<file path="src/rtl/piso_tx_scheduler_if.sv">
// Request-side handshake and serial-side framing signals of the shared PISO scheduler.
// The scheduler uses the slave view; the word producers and line driver use the master view.
interface piso_tx_scheduler_if #(
  parameter int NUM_REQ = 4,
  parameter int WIDTH   = 4
);
  localparam int ID_W = (NUM_REQ > 1) ? $clog2(NUM_REQ) : 1;

  logic [NUM_REQ-1:0]       req_valid;
  logic [NUM_REQ*WIDTH-1:0] req_data;
  logic [NUM_REQ-1:0]       req_ready;
  logic                     serial_out;
  logic                     frame_valid;
  logic                     frame_start;
  logic [ID_W-1:0]          frame_id;
  logic                     busy;

  modport master (
    output req_valid, req_data,
    input  req_ready, serial_out, frame_valid, frame_start, frame_id, busy
  );

  modport slave (
    input  req_valid, req_data,
    output req_ready, serial_out, frame_valid, frame_start, frame_id, busy
  );
endinterface

</file>
<file path="src/rtl/piso_tx_scheduler.sv">
// Round-robin arbiter feeding one shared parallel-in/serial-out shifter, with
// per-frame start/valid strobes and an optional idle gap after every word.
module piso_tx_scheduler #(
  parameter int NUM_REQ    = 4,
  parameter int WIDTH      = 4,
  parameter int GAP_CYCLES = 1,
  parameter int LSB_FIRST  = 1
) (
  input  logic              clock,
  input  logic              reset,
  input  logic              bit_tick,
  piso_tx_scheduler_if.slave bus
);
  localparam int ID_W    = (NUM_REQ > 1) ? $clog2(NUM_REQ) : 1;
  localparam int CNT_W   = $clog2(WIDTH);
  localparam int GAP_W   = (GAP_CYCLES > 1) ? $clog2(GAP_CYCLES) : 1;
  localparam int OUT_BIT = (LSB_FIRST != 0) ? 0 : WIDTH - 1;

  typedef enum logic [1:0] {
    IDLE  = 2'd0,
    SHIFT = 2'd1,
    GAP   = 2'd2
  } state_t;

  state_t              state_q, state_d;
  logic [WIDTH-1:0]    shift_q, shift_d;
  logic [CNT_W-1:0]    bit_cnt_q, bit_cnt_d;
  logic [GAP_W-1:0]    gap_cnt_q, gap_cnt_d;
  logic [ID_W-1:0]     frame_id_q, frame_id_d;
  logic [ID_W-1:0]     last_grant_q, last_grant_d;
  logic                serial_q, serial_d;
  logic                frame_valid_q, frame_valid_d;
  logic                frame_start_q, frame_start_d;
  logic                busy_q, busy_d;
  logic [NUM_REQ-1:0]  ready_c;
  logic [ID_W:0]       pick_c;
  logic                grant_vld;
  logic [ID_W-1:0]     grant_idx;

  // Scans from last+NUM_REQ down to last+1 so the nearest requester after the
  // previous grant is the final (winning) assignment.
  function automatic logic [ID_W:0] rr_pick(input logic [NUM_REQ-1:0] valid,
                                            input logic [ID_W-1:0]    last);
    logic [ID_W:0] res;
    int            idx;
    res = '0;
    for (int k = NUM_REQ; k >= 1; k--) begin
      idx = (int'(last) + k) % NUM_REQ;
      if (valid[idx]) res = {1'b1, ID_W'(idx)};
    end
    return res;
  endfunction

  function automatic logic [WIDTH-1:0] shift_toward_out(input logic [WIDTH-1:0] s);
    return (LSB_FIRST != 0) ? (s >> 1) : (s << 1);
  endfunction

  assign pick_c    = rr_pick(bus.req_valid, last_grant_q);
  assign grant_vld = pick_c[ID_W];
  assign grant_idx = pick_c[ID_W-1:0];

  always_comb begin
    state_d      = state_q;
    shift_d      = shift_q;
    bit_cnt_d    = bit_cnt_q;
    gap_cnt_d    = gap_cnt_q;
    frame_id_d   = frame_id_q;
    last_grant_d = last_grant_q;
    ready_c      = '0;
    unique case (state_q)
      IDLE: begin
        if (grant_vld && !reset) begin
          ready_c[grant_idx] = 1'b1;
          shift_d            = bus.req_data[int'(grant_idx)*WIDTH +: WIDTH];
          frame_id_d         = grant_idx;
          last_grant_d       = grant_idx;
          bit_cnt_d          = '0;
          state_d            = SHIFT;
        end
      end
      SHIFT: begin
        if (bit_tick) begin
          shift_d = shift_toward_out(shift_q);
          if (bit_cnt_q == CNT_W'(WIDTH - 1)) begin
            bit_cnt_d = '0;
            gap_cnt_d = '0;
            state_d   = (GAP_CYCLES > 0) ? GAP : IDLE;
          end else begin
            bit_cnt_d = bit_cnt_q + 1'b1;
          end
        end
      end
      GAP: begin
        if (int'(gap_cnt_q) >= GAP_CYCLES - 1) begin
          state_d = IDLE;
        end else begin
          gap_cnt_d = gap_cnt_q + 1'b1;
        end
      end
      default: state_d = IDLE;
    endcase
  end

  // Output strobes are computed from next-state values so they are true flops
  // yet line up with the state they describe.
  always_comb begin
    serial_d      = (state_d == SHIFT) ? shift_d[OUT_BIT] : 1'b0;
    frame_valid_d = (state_d == SHIFT);
    frame_start_d = (state_d == SHIFT) && (bit_cnt_d == '0);
    busy_d        = (state_d != IDLE);
  end

  always_ff @(posedge clock) begin
    if (reset) begin
      state_q       <= IDLE;
      shift_q       <= '0;
      bit_cnt_q     <= '0;
      gap_cnt_q     <= '0;
      frame_id_q    <= '0;
      last_grant_q  <= ID_W'(NUM_REQ - 1);
      serial_q      <= 1'b0;
      frame_valid_q <= 1'b0;
      frame_start_q <= 1'b0;
      busy_q        <= 1'b0;
    end else begin
      state_q       <= state_d;
      shift_q       <= shift_d;
      bit_cnt_q     <= bit_cnt_d;
      gap_cnt_q     <= gap_cnt_d;
      frame_id_q    <= frame_id_d;
      last_grant_q  <= last_grant_d;
      serial_q      <= serial_d;
      frame_valid_q <= frame_valid_d;
      frame_start_q <= frame_start_d;
      busy_q        <= busy_d;
    end
  end

  assign bus.req_ready   = ready_c;
  assign bus.serial_out  = serial_q;
  assign bus.frame_valid = frame_valid_q;
  assign bus.frame_start = frame_start_q;
  assign bus.frame_id    = frame_id_q;
  assign bus.busy        = busy_q;
endmodule

</file>
<file path="src/flat_wrapper.sv">
// flat-port wrapper written by rule: the top's interface ports become plain ports
module piso_tx_scheduler_flat 
#(
  parameter int NUM_REQ    = 4,
  parameter int WIDTH      = 4,
  parameter int GAP_CYCLES = 1,
  parameter int LSB_FIRST  = 1
)
  (clock, reset, bit_tick, bus_req_valid, bus_req_data, bus_req_ready, bus_serial_out, bus_frame_valid, bus_frame_start, bus_frame_id, bus_busy);
  piso_tx_scheduler_if #(.NUM_REQ(NUM_REQ), .WIDTH(WIDTH)) bus_i ();
  input  logic clock;
  input  logic reset;
  input  logic bit_tick;
  input wire logic [$bits(bus_i.req_valid)-1:0] bus_req_valid;
  input wire logic [$bits(bus_i.req_data)-1:0] bus_req_data;
  output wire logic [$bits(bus_i.req_ready)-1:0] bus_req_ready;
  output wire logic [$bits(bus_i.serial_out)-1:0] bus_serial_out;
  output wire logic [$bits(bus_i.frame_valid)-1:0] bus_frame_valid;
  output wire logic [$bits(bus_i.frame_start)-1:0] bus_frame_start;
  output wire logic [$bits(bus_i.frame_id)-1:0] bus_frame_id;
  output wire logic [$bits(bus_i.busy)-1:0] bus_busy;
  assign bus_i.req_valid = bus_req_valid;
  assign bus_i.req_data = bus_req_data;
  assign bus_req_ready = bus_i.req_ready;
  assign bus_serial_out = bus_i.serial_out;
  assign bus_frame_valid = bus_i.frame_valid;
  assign bus_frame_start = bus_i.frame_start;
  assign bus_frame_id = bus_i.frame_id;
  assign bus_busy = bus_i.busy;
  piso_tx_scheduler #(.NUM_REQ(NUM_REQ), .WIDTH(WIDTH), .GAP_CYCLES(GAP_CYCLES), .LSB_FIRST(LSB_FIRST)) u_core (.clock(clock), .reset(reset), .bit_tick(bit_tick), .bus(bus_i));
endmodule
</file>
<file path="config.mk">
export PLATFORM = sky130hd
export DESIGN_NAME = piso_tx_scheduler_flat
export DESIGN_NICKNAME = d
export VERILOG_FILES = /design/src/rtl/piso_tx_scheduler_if.sv /design/src/rtl/piso_tx_scheduler.sv /design/src/flat_wrapper.sv
export SDC_FILE = /design/constraint.sdc
export NUM_CORES = 1
export LEC_CHECK = 0
export CAP_MARGIN = 10
export CORE_MARGIN = 2
export CORE_UTILIZATION = 26
export CTS_CLUSTER_SIZE = 25
export DETAILED_ROUTE_END_ITERATION = 12
export GPL_TIMING_DRIVEN = 0
export PLACE_DENSITY = 0.52
export SYNTH_ARGS = -nofsm -noshare
export SYNTH_HDL_FRONTEND = slang
export SYNTH_SLANG_ARGS = --single-unit
export TNS_END_PERCENT = 30
</file>
<file path="constraint.sdc">
create_clock -name clock -period 2 [get_ports clock]
set_input_delay 0.2 -clock clock [delete_from_list [all_inputs] [get_ports clock]]
set_output_delay 0.2 -clock clock [all_outputs]
set_load 0.02 [all_outputs]
</file>
==> metrics, run 1 <==
sequential cell area fraction in the yosys report=35.7%; I/O pin cnt=33; starting density of the core=26.9%; Setup TNS Final=0 ns; Final setup viols=0; total CTS buffers=3; kind of start point of the critical path=flop; Slew Viols, Final=0; DIE AREA=3940 um^2; GR Util met1=15.2%; CP required=1.80 ns; met2 usage=21.2%; Worst Hold Depth=2; Worst Tran Pin Value=0.467 ns; reg2reg setup slack=0.30 ns; slack of the critical path=0.106 ns; Core ar.=3340 um^2; clock slew at reported path FFs=0.09 ns; Ys Warns=0; Slew headroom=68.9%; nets@finish=163; unrepaired setup endpoints after global routing=yes; initial antenna violation count=0; Placed Cells=175; PwrDens=618 nW/um^2; HPWL after detailed placement=1750 um; Syn-to-layout area delta=49.7%; reg2reg start=u_core.last_grant_q[0]; Die Span Y=62.7 um; pre-CTS setup slack=-0.615 ns; met3 Use GR=2.34%; overall routing resource usage=12.3%; Max-cap violations=0; status=finished, final reports clean; Detail Route Antenna Nets=0; H-tree Lvls=1; most frequent cells in the layout=clkdlybuf4s50_1 (24), dfxtp_1 (15), nor2_1 (12), mux2i_1 (10), a22o_1 (7); Num Clock Sinks=16; Final Critical Period=1.89 ns; final hold violation count=0; Synth Area per Inst=9.25 um^2; Syn Nets=121; CP peak stage delay=0.36 ns; Critical Path Fanout Max=9; CP max-delay cell=dfxtp_2; CTS Hold Bufs=0; DRC viols=0; Die X=62.7 um; routed len/inst=12.3 um; total wire length=2260 um; share of cells above drive strength 1=19.6%; PortBufs=32; commonest non-fill, non-tap cell in the layout=clkdlybuf4s50_1; Synth Cell Area=897 um^2; Buf/Inv on CP=2; worst skew pair latency=0.28 ns; FMAX=0.528 GHz; Crit path max-delay family=buffers and inverters; largest net degree at the start of global routing=11; routed via count=883; Syn Inst Count=97; Crit path arrival time=1.69 ns; clk buf depth=2; reg2reg end=u_core.bus.serial_out; worst clock skew=0.00353 ns; Via density=4.80; worst-path cell chain=nand2b_1 -> o21ai_1 -> a211o_1 -> buf_6 -> nor2b_1 -> clkdlybuf4s15_2; global-route wire length before repair=3950 um; root buffer cell=clkbuf_4; VDD IR max=0.195 mV; worst hold start=u_core.bus.frame_id[1]; Inserted Diodes=0; Reg2Reg Depth=7; Leakage=0.547 nW; drt initial violations=57; Worst setup EP type=primary output; FF+latch count, synth=16; hold path endpoint=u_core.bus.frame_id[1]; Finished Layout Cells=184; global placer's final weighted congestion=0.719; GRT busiest layer=met2; Rows=21; grt total ovfl=0; final worst path period share=94.7%; Min-Delay Path Class=reg -> reg; drt first pass iters=4; TritonCTS clock tree=done; post-synthesis cell type count=37; number of global-route vias before repair=906; WS Path Type=reg -> out
layout make-up:
cell class                 count  area, um^2
inverter                       3        11.3
fill                         361        1990
tap                           46        57.6
timing repair buffer          37         345
clock buffer                   4        36.3
buffer                         4        31.3
multi-input combinational     74         539
sequential                    16         322
report_power, final:
part	switching [mW]	total [mW]	internal, mW
sequential	0.0175	0.362	0.345
clock	0.0975	0.208	0.111
combinational	0.112	0.260	0.148
kinds of logic (layout without fill, tap and decap cells):
family          count (synthesis)  after routing  synth area share, %
buf+inv                         7             48                 4.74
mux                            12             12                 13.7
simple gates                   34             34                 21.3
flops                          16             16                 35.7
fa+ha+maj                       1              1                 1.39
compound gates                 27             27                 23.2
synth_stat cells (all sizes together):
cell type | number | share of area [%]
nor2 | 12 | 5.0
or2 | 1 | 0.70
mux2 | 2 | 2.5
inv | 3 | 1.3
o31a | 1 | 0.98
o21ai | 3 | 1.7
a21oi | 4 | 2.6
nand2 | 2 | 0.84
and3 | 1 | 0.70
and2 | 2 | 1.7
nor4 | 2 | 2.1
a211oi | 1 | 1.4
o2bb2ai | 1 | 0.98
a22oi | 4 | 3.3
nand3 | 2 | 1.1
ha | 1 | 1.4
mux2i | 10 | 11
a22o | 7 | 6.8
nor3 | 2 | 1.1
or4 | 2 | 2.1
clkbuf | 1 | 0.42
buf | 3 | 3.1
o21a | 1 | 0.84
a32o | 1 | 1.1
nor2b | 3 | 2.1
a211o | 2 | 2.0
dfxtp | 16 | 36
o22ai | 2 | 1.4
nand2b | 4 | 3.1
nor3b | 1 | 0.84
through the flow:
stage / utilization [%] / area, um^2 / power [mW] / hold WS [ns]
after global placement: 38.2 / 1270 / 0.617 / 0.455
final: 40.2 / 1340 / 0.830 / 0.473
after CTS: 40.6 / 1350 / 0.841 / 0.479
after global routing: 40.2 / 1340 / 0.890 / 0.498
after floorplan: - / 897 / 0.518 / 0.344
after detailed placement: 38.2 / 1270 / 0.623 / 0.462
worst max-delay path by stage:
| stage | start | cells past startpoint | end | slack [ns] |
|---|---|---|---|---|
| after floorplan | u_core.state_q[1] | 3 | bus_req_ready[3] | 0.43 |
| after global placement | bus_req_valid[1] | 6 | bus_req_ready[3] | -0.61 |
| after detailed placement | bus_req_valid[1] | 6 | bus_req_ready[3] | -0.62 |
| after CTS | u_core.last_grant_q[0] | 6 | bus_req_ready[0] | 0.04 |
| after global routing | u_core.state_q[1] | 5 | bus_req_ready[3] | -0.008 |
| final | u_core.last_grant_q[0] | 6 | bus_req_ready[3] | 0.11 |
per-layer routing:
metal / routed length, um / share of wire (%)
met3: 71 / 3.1
met1: 1030 / 46
met5: 0 / 0
met4: 14 / 0.62
met2: 1140 / 50
what timing repair did:
action	in CTS	in global routing
resized for setup	17	3
buffers inserted	5	0
pin swaps	1	0
setup endpoints to repair	4	4
worst min-delay path: stages (launching register included):
cell and delay [ns]:
dfxtp_1 0.32, nand2_1 0.05, a21oi_1 0.06
sequential cells by signal, summed over array words and instances, names as in the netlist:
| register | count |
|---|---|
| u_core.shift_q | 4 |
| u_core.bit_cnt_q | 2 |
| u_core.bus.frame_id | 2 |
| u_core.last_grant_q | 2 |
| u_core.state_q | 2 |
| u_core.bus.busy | 1 |
| u_core.bus.frame_start | 1 |
| u_core.bus.frame_valid | 1 |
| u_core.bus.serial_out | 1 |
No activity file was read; power rests on OpenSTA's default activity.
==> run 2, diff against run 1 <==
clock period = 2.2 ns   (was 2 ns; I/O delays follow)
==> run 2 against run 1 <==
Net effect: first-iteration DRC count shrank 3.5%; sequential power shrank 9.1%; critical endpoint is now bus_req_ready[0]; cell count shrank 1.1%; worst hold slack lost 0.0014 ns; clock skew shrank 0.00064 ns; highest routed layer unchanged.
==> metrics, run 2 (synthesized netlist as in run 1, its figures left out) <==
Slew headroom=68.6% (was 68.9%); Largest register FFs=4 (unchanged); status=finished, final reports clean (unchanged); design area=1330 um^2 (was 1340 um^2); global placer's final weighted congestion=0.719 (unchanged); Placed Cells=175 (unchanged); Final setup viols=0 (unchanged); area of the multi-input gates=539 um^2 (unchanged); Min-Delay Path Class=reg -> reg (unchanged); Num Clock Sinks=16 (unchanged); Inserted Diodes=0 (unchanged); WS Path Type=in -> out (was reg -> out); grt total ovfl=0 (unchanged); global-route wire length before repair=3920 um (was 3950 um); VDD IR max=0.178 mV (was 0.195 mV); root buffer cell=clkbuf_4 (unchanged); routed via count=872 (was 883); Critical Path Fanout Max=10 (was 9); Max-cap violations=0 (unchanged); CP max-delay cell=clkdlybuf4s50_1 (was dfxtp_2); Core ar.=3340 um^2 (unchanged); final hold violation count=0 (unchanged); H-tree Lvls=1 (unchanged); slack of the critical path=0.135 ns (was 0.106 ns); Detail Route Antenna Nets=0 (unchanged); largest net degree at the start of global routing=11 (unchanged); share of cells above drive strength 1=16.2% (was 19.6%); pre-CTS setup slack=-0.455 ns (was -0.615 ns); Die Span Y=62.7 um (unchanged); Reg area=320 um^2 (was 322 um^2); DRC viols=0 (unchanged); overall routing resource usage=12.1% (was 12.3%); drt first pass iters=4 (unchanged); Crit path arrival time=1.84 ns (was 1.69 ns); Rows=21 (unchanged); CP required=1.98 ns (was 1.80 ns); worst-path cell chain=clkdlybuf4s50_1 -> o21a_1 -> a211oi_2 -> buf_6 -> nand2b_2 -> nor2_1 -> dlygate4sd2_1 (was nand2b_1 -> o21ai_1 -> a211o_1 -> buf_6 -> nor2b_1 -> clkdlybuf4s15_2); Syn-to-layout area delta=48.5% (was 49.7%); number of global-route vias before repair=900 (was 906); drt initial violations=55 (was 57); TritonCTS clock tree=done (unchanged); commonest non-fill, non-tap cell in the layout=clkdlybuf4s50_1 (unchanged); HPWL after detailed placement=1750 um (unchanged); clk buf depth=2 (unchanged); Die X=62.7 um (unchanged); hold slack=0.472 ns (was 0.473 ns); Worst setup EP type=primary output (unchanged); CP peak stage delay=0.48 ns (was 0.36 ns); # fillers=355 (was 361); Via density=4.79 (was 4.80); nets@finish=161 (was 163); worst skew pair latency=0.28 ns (about the same); PortBufs=32 (unchanged); Finished Layout Cells=182 (was 184); Worst Tran Pin Value=0.471 ns (was 0.467 ns); Final Critical Period=2.06 ns; total CTS buffers=3 (unchanged); kind of start point of the critical path=input port (was flop); Leakage=0.560 nW (was 0.547 nW); PwrDens=562 nW/um^2 (was 618 nW/um^2); worst clock skew=0.00289 ns (was 0.00353 ns); Setup TNS Final=0 ns (unchanged); DIE AREA=3940 um^2 (unchanged); starting density of the core=26.9% (unchanged); most frequent cells in the layout=clkdlybuf4s50_1 (27), dfxtp_1 (16), nor2_1 (12), mux2i_1 (10), a22o_1 (7) (was clkdlybuf4s50_1 (24), dfxtp_1 (15), nor2_1 (12), mux2i_1 (10), a22o_1 (7)); routed len/inst=12.2 um (was 12.3 um); Biggest register=u_core.shift_q (unchanged); final worst path period share=93.9%; Slew Viols, Final=0 (unchanged); total wire length=2230 um (was 2260 um); clock slew at reported path FFs=0.09 ns (about the same); FMAX=0.484 GHz; Area after DPL=1270 um^2 (unchanged); I/O pin cnt=33 (unchanged); initial antenna violation count=0 (unchanged); unrepaired setup endpoints after global routing=no (was yes)
run 2: worst max-delay path, delay by kind of cell:
kind / cells / cell delay (ns)
and+or+nand+nor: 2 / 0.19
buffers and inverters: 3 / 0.98
AOI/OAI and AO/OA: 2 / 0.44
run 2: final cells by class:
class / instances / area share [%]
Inverter: 3 / 0.845
Tap cell: 46 / 4.32
Multi-Input combinational cell: 74 / 40.5
Sequential cell: 16 / 24.0
Clock buffer: 4 / 2.72
Timing Repair Buffer: 35 / 25.3
Buffer: 4 / 2.35
run 2: repair_timing:
item                                    4_1_cts  5_1_grt
endpoints found under the hold margin         0        0
resized for setup                             4        6
endpoints found under the setup margin        4        4
hold buffers                                  0        0
pin swaps                                     1        1
setup buffers                                 3        0
run 2: worst paths after layout:
kind,from,endpoint,slack (ns),depth (start not counted)
max,bus_req_valid[0],bus_req_ready[0],0.14,7
min,u_core.bus.frame_id[1],u_core.bus.frame_id[1],0.47,2
max reg2reg,u_core.last_grant_q[0],u_core.bus.serial_out,0.58,6
min reg2reg,u_core.bus.frame_id[1],u_core.bus.frame_id[1],0.47,2
run 2: through the flow:
stage / total power [mW] / util, %
2_1_floorplan: 0.471 / -
3_3_place_gp: 0.561 / 38.2
3_5_place_dp: 0.566 / 38.2
4_1_cts: 0.759 / 40.0
5_1_grt: 0.803 / 39.9
6_report: 0.749 / 39.9
run 2: per-layer routing:
metal | global-route usage [%] | routed length, um | vias to the layer above | part of all wire [%]
met5 | 0 | 0 | - | 0
met1 | 14.6 | 997 | 416 | 45
li1 | - | - | 441 | -
met3 | 2.34 | 69 | 2 | 3.1
met4 | 4.17 | 14 | 0 | 0.63
met2 | 21.4 | 1150 | 13 | 52
run 2: power by group:
| part | internal (mW) | switching (mW) |
|---|---|---|
| Sequential | 0.313 | 0.0159 |
| Clock | 0.101 | 0.0883 |
| Combinational | 0.131 | 0.100 |
| Total | 0.545 | 0.204 |
